### src/rtl/cdf_controller_if.sv
// CDF controller control interface.
// Groups the start/abort requests with the datapath strobes and status.
interface cdf_controller_if;
    logic       start;
    logic       abort;
    logic       read_first_value;
    logic       scratch_mem_read_ready;
    logic       cdf_computation_done;
    logic       read_next_value;
    logic       cdf_done;
    logic       busy;
    logic       done;
    logic [5:0] iter_count;

    modport master (
        output start,
        output abort,
        input  read_first_value,
        input  scratch_mem_read_ready,
        input  cdf_computation_done,
        input  read_next_value,
        input  cdf_done,
        input  busy,
        input  done,
        input  iter_count
    );

    modport slave (
        input  start,
        input  abort,
        output read_first_value,
        output scratch_mem_read_ready,
        output cdf_computation_done,
        output read_next_value,
        output cdf_done,
        output busy,
        output done,
        output iter_count
    );
endinterface

### src/rtl/cdf_controller.sv
// CDF pass sequencer: walks histogram read pairs and strobes the datapath.
// Outputs decode from the state register only, so no input reaches an output.
module cdf_controller #(
    parameter int NUM_ITER     = 32,
    parameter int READ_LATENCY = 2
) (
    input logic             clk,
    input logic             reset,
    cdf_controller_if.slave bus
);

    typedef enum logic [2:0] {
        IDLE    = 3'd0,
        FIRST   = 3'd1,
        READ    = 3'd2,
        COMPUTE = 3'd3,
        WRITE   = 3'd4,
        NEXT    = 3'd5,
        FINAL   = 3'd6,
        DONE    = 3'd7
    } state_t;

    localparam logic [2:0] RL_LOAD   = 3'(READ_LATENCY - 1);
    localparam logic [5:0] LAST_ITER = 6'(NUM_ITER - 1);

    state_t     state;
    state_t     state_nxt;
    logic [2:0] wait_cnt;
    logic [2:0] wait_nxt;
    logic [5:0] iter;
    logic [5:0] iter_nxt;

    // State, wait counter and iteration index registers
    always_ff @(posedge clk) begin
        if (!reset) begin
            state    <= IDLE;
            wait_cnt <= '0;
            iter     <= '0;
        end else begin
            state    <= state_nxt;
            wait_cnt <= wait_nxt;
            iter     <= iter_nxt;
        end
    end

    // Next-state sequencing; abort overrides every transition
    always_comb begin
        state_nxt = state;
        wait_nxt  = wait_cnt;
        iter_nxt  = iter;
        if (bus.abort) begin
            state_nxt = IDLE;
            wait_nxt  = '0;
        end else begin
            unique case (state)
                IDLE: begin
                    if (bus.start) begin
                        state_nxt = FIRST;
                        iter_nxt  = '0;
                    end
                end
                FIRST: begin
                    state_nxt = READ;
                    wait_nxt  = RL_LOAD;
                end
                READ: begin
                    if (wait_cnt == 3'd0) begin
                        state_nxt = COMPUTE;
                    end else begin
                        wait_nxt = wait_cnt - 3'd1;
                    end
                end
                COMPUTE: begin
                    state_nxt = WRITE;
                    wait_nxt  = 3'd1;
                end
                WRITE: begin
                    if (wait_cnt == 3'd0) begin
                        state_nxt = (iter == LAST_ITER) ? FINAL : NEXT;
                    end else begin
                        wait_nxt = wait_cnt - 3'd1;
                    end
                end
                NEXT: begin
                    state_nxt = READ;
                    wait_nxt  = RL_LOAD;
                    iter_nxt  = iter + 6'd1;
                end
                FINAL: begin
                    state_nxt = DONE;
                end
                DONE: begin
                    state_nxt = IDLE;
                end
                default: begin
                    state_nxt = IDLE;
                end
            endcase
        end
    end

    assign bus.read_first_value       = (state == FIRST);
    assign bus.scratch_mem_read_ready = (state == COMPUTE);
    assign bus.cdf_computation_done   = (state == WRITE);
    assign bus.read_next_value        = (state == NEXT);
    assign bus.cdf_done               = (state == FINAL);
    assign bus.done                   = (state == DONE);
    assign bus.busy                   = (state != IDLE);
    assign bus.iter_count             = iter;

endmodule
### src/flat_wrapper.sv
// flat-port wrapper written by rule: the top's interface ports become plain ports
module cdf_controller_flat 
#(
    parameter int NUM_ITER     = 32,
    parameter int READ_LATENCY = 2
)
  (clk, reset, bus_start, bus_abort, bus_read_first_value, bus_scratch_mem_read_ready, bus_cdf_computation_done, bus_read_next_value, bus_cdf_done, bus_busy, bus_done, bus_iter_count);
  cdf_controller_if bus_i ();
  input logic clk;
  input logic reset;
  input wire logic [$bits(bus_i.start)-1:0] bus_start;
  input wire logic [$bits(bus_i.abort)-1:0] bus_abort;
  output wire logic [$bits(bus_i.read_first_value)-1:0] bus_read_first_value;
  output wire logic [$bits(bus_i.scratch_mem_read_ready)-1:0] bus_scratch_mem_read_ready;
  output wire logic [$bits(bus_i.cdf_computation_done)-1:0] bus_cdf_computation_done;
  output wire logic [$bits(bus_i.read_next_value)-1:0] bus_read_next_value;
  output wire logic [$bits(bus_i.cdf_done)-1:0] bus_cdf_done;
  output wire logic [$bits(bus_i.busy)-1:0] bus_busy;
  output wire logic [$bits(bus_i.done)-1:0] bus_done;
  output wire logic [$bits(bus_i.iter_count)-1:0] bus_iter_count;
  assign bus_i.start = bus_start;
  assign bus_i.abort = bus_abort;
  assign bus_read_first_value = bus_i.read_first_value;
  assign bus_scratch_mem_read_ready = bus_i.scratch_mem_read_ready;
  assign bus_cdf_computation_done = bus_i.cdf_computation_done;
  assign bus_read_next_value = bus_i.read_next_value;
  assign bus_cdf_done = bus_i.cdf_done;
  assign bus_busy = bus_i.busy;
  assign bus_done = bus_i.done;
  assign bus_iter_count = bus_i.iter_count;
  cdf_controller #(.NUM_ITER(NUM_ITER), .READ_LATENCY(READ_LATENCY)) u_core (.clk(clk), .reset(reset), .bus(bus_i));
endmodule
### config.mk
export PLATFORM = sky130hd
export DESIGN_NAME = cdf_controller_flat
export DESIGN_NICKNAME = d
export VERILOG_FILES = /design/src/rtl/cdf_controller_if.sv /design/src/rtl/cdf_controller.sv /design/src/flat_wrapper.sv
export SDC_FILE = /design/constraint.sdc
export NUM_CORES = 1
export LEC_CHECK = 0
export CAP_MARGIN = 20
export CORE_AREA = 2 2 44 46
export CTS_CLUSTER_DIAMETER = 60
export DETAILED_ROUTE_END_ITERATION = 6
export DIE_AREA = 0 0 46 48
export PLACE_DENSITY = 0.88
export SETUP_SLACK_MARGIN = 0.15
export SYNTH_ARGS = -nofsm -noshare
export SYNTH_HDL_FRONTEND = slang
export SYNTH_SLANG_ARGS = --single-unit
### constraint.sdc
create_clock -name clk -period 3 [get_ports clk]
set_input_delay 0.45 -clock clk [delete_from_list [all_inputs] [get_ports clk]]
set_output_delay 0.45 -clock clk [all_outputs]
set_load 0.05 [all_outputs]
==> impl_metrics.json <==
{
  "status": "completed",
  "use_met1": 0.248,
  "synthDistinctLibCells": 37,
  "synthAdderAreaFrac": 0.0438,
  "worstPathArrival_ps": 2210,
  "crit_required_ps": 2550,
  "min_from": "u_core.wait_cnt[1]",
  "p_comb_frac": 0.154,
  "synth_largest_area_cell": "dfxtp_1",
  "p_int_uw": 227,
  "path_class": "reg -> out",
  "drc": 0,
  "synthCells": 105,
  "drv_cap": 0,
  "r2r-start": "u_core.state[0]",
  "via_per_inst": 6.16,
  "r2r_slack_ps": 1220,
  "final_area_um2": 1010,
  "vias": 807,
  "power.total_uw": 317,
  "slowest_stage": "clkdlybuf4s50_1",
  "dieHeight_um": 48,
  "worst_slack_ps": 345,
  "preCtsSetupSlack_ps": 673,
  "final_antenna_net_count": 0,
  "place_area_um2": 985,
  "synth_area_leaders": "dfxtp_1 28%, nor2b_1 5.1%, mux2i_1 4.7%, o21ai_0 4.7%, ha_1 4.4%",
  "grt.met2_usage": 0.317,
  "synth_compound_area_frac": 0.279,
  "diodes": 0,
  "synth_fp_nets": 112,
  "clock_path_buffers": 2,
  "syn-cell-area_um2": 857,
  "synth_top_family_by_area": "compound AO/OA/AOI/OAI gates",
  "grt_pass1_wl_um": 3130,
  "ys_ff_latch": 12,
  "drtIter0Drc": 12,
  "synthMuxAreaShare": 0.0467,
  "drtPass1Iterations": 4,
  "hold_viol_final": 0,
  "clock_power_share": 0.319,
  "hp-class": "reg -> reg",
  "max_freq_mhz": 377,
  "cts_max_level": 1,
  "p_leak_uw": 0.000325,
  "post_cts_buffers": 0,
  "synth.avg_cell_area_um2": 8.16,
  "ir_drop_mv": 0.182,
  "rsz0062_at_grt": "no",
  "clock_sinks": 12,
  "grt.overflow.total": 0,
  "skew_ps": 7.49,
  "tightest_slew_ps": 552,
  "drive_above_1_share": 0.0614,
  "path_clk_slew_ps": 80,
  "path_buf_inv": 1,
  "clockRootBuffer": "clkbuf_4",
  "nNetsFinal": 123,
  "hold_buffers": 0,
  "holdPathEnd": "u_core.wait_cnt[1]",
  "use_met3": 0.0566,
  "cts_tree": "yes",
  "crit_family": "buffers and inverters",
  "synth-xor-area-share": 0.0102,
  "worstPathMaxFanout": 17,
  "min_period_ps": 2660,
  "netlist_top_cells_count": "12 x dfxtp_1, 8 x o21ai_0, 7 x clkbuf_1, 7 x nor2b_1",
  "rr_worst_depth": 3,
  "min_period_over_period": 0.885,
  "areaGrowthSynthToFinish_pct": 17.5,
  "synth-edff-count": 0,
  "place_congestion": 0.753,
  "synthArstFlopShare": 0,
  "wl_per_cell_um": 14.2,
  "hpwlAfterDp_um": 1260,
  "worst_path_largest_cell_delay_ps": 870,
  "seq_power_share": 0.527,
  "synth_most_common_cell": "dfxtp_1",
  "power.switching_uw": 90.4,
  "critPathLaunchType": "register",
  "ys.flop_type": "dfxtp_1",
  "yosys.area_share.simple": 0.251,
  "cts_resized": 0,
  "hold_depth": 2,
  "grt_busiest_layer": "met2",
  "switching_share": 0.285,
  "start_util": 0.507,
  "antenna_found_initial": 0,
  "dieArea_um2": 2210,
  "reg2reg_to": "u_core.bus.iter_count[2]",
  "tns_ps": 0,
  "port_buffers": 16,
  "setup_violations": 0,
  "io_pins": 17,
  "wl_um": 1860,
  "rows": 15,
  "gr-usage-all-layers": 0.195,
  "maxSlewViolCount": 0,
  "crit_chain": "or3_1, clkdlybuf4s50_1",
  "coreArea_um2": 1690,
  "yosys_warnings": 0,
  "crit_path_end_kind": "output pin",
  "ys_seq_area_frac": 0.280,
  "grt_max_degree": 18,
  "insertion_delay_ps": 280,
  "grt_pass1_vias": 711,
  "slew_headroom": 0.631,
  "cts_buffers": 3,
  "die_w_um": 46,
  "power_density_nw_per_um2": 315,
  "synth_top_area_share": 0.280
}
cell families (layout without fill, tap and decap cells):
kind of cell	after synthesis	count (layout)
AND/OR/NAND/NOR	37	37
AO/OA/AOI/OAI	32	32
buffers and inverters	16	25
flip-flops	12	12
multiplexers	4	4
adder cells (fa/ha/maj)	3	3
XOR/XNOR	1	1
worst min-delay path, cell delays in order (launching register included):
cell	delay (ps)
dfxtp_1	320
o31ai_1	60
a21oi_1	60
layout by cell type (no fill, tap or decap), types with 2 or more instances in the layout:
master / instances
clkdlybuf4s50_1: 16
a21oi_1: 3
or4_1: 2
ha_1: 3
nor2b_1: 7
o211ai_1: 5
o21ai_0: 8
clkbuf_4: 3
a31oi_1: 2
a211oi_1: 2
mux2i_1: 4
nand3_1: 4
nand2b_1: 3
nand2_1: 5
inv_1: 6
dfxtp_1: 12
a2111o_1: 2
nor2_1: 6
a2111oi_2: 2
and3_1: 3
flip-flops by register name, indices dropped and copies added, names as in the netlist:
register               cells
u_core.wait_cnt            3
u_core.bus.iter_count      6
u_core.state               3
worst max-delay path by stage:
stage                           endpoint  cells after the start  slack, ps       startpoint
global placement                bus_busy                      2        740  u_core.state[1]
CTS                             bus_busy                      2        370  u_core.state[1]
finish                          bus_busy                      2        340  u_core.state[1]
floorplan           bus_read_first_value                      2        720  u_core.state[0]
detailed placement              bus_busy                      2        670  u_core.state[1]
global route                    bus_busy                      2        220  u_core.state[1]
metal layers:
metal | routed length [µm] | vias to the layer above
met2 | 915 | 17
met4 | 13 | 0
met3 | 67 | 2
met1 | 861 | 381
met5 | 0 | -
li1 | - | 407
final cells by class:
cell class | instances | area [µm²]
Fill cell | 162 | 682
Multi-Input combinational cell | 77 | 541
Sequential cell | 12 | 240
Timing Repair Buffer | 16 | 160
Clock buffer | 3 | 22.5
Inverter | 6 | 22.5
Tap cell | 17 | 21.3
power groups by stage:
stage	Combinational (µW)	Sequential (µW)	Clock [µW]
3_3_place_gp	46.8	171	0
2_1_floorplan	34.7	172	0
6_report	48.8	167	101
5_1_grt	52.6	168	111
3_5_place_dp	48.0	171	0
4_1_cts	48.6	167	104
metrics by stage:
step / util / hold WS [ps] / instances
detailed placement: 0.583 / 475 / 128
floorplan: - / 445 / 105
global route: 0.596 / 512 / 131
global placement: 0.583 / 459 / 128
finish: 0.596 / 483 / 131
CTS: 0.596 / 488 / 131
No activity file was read; power rests on OpenSTA's default activity.
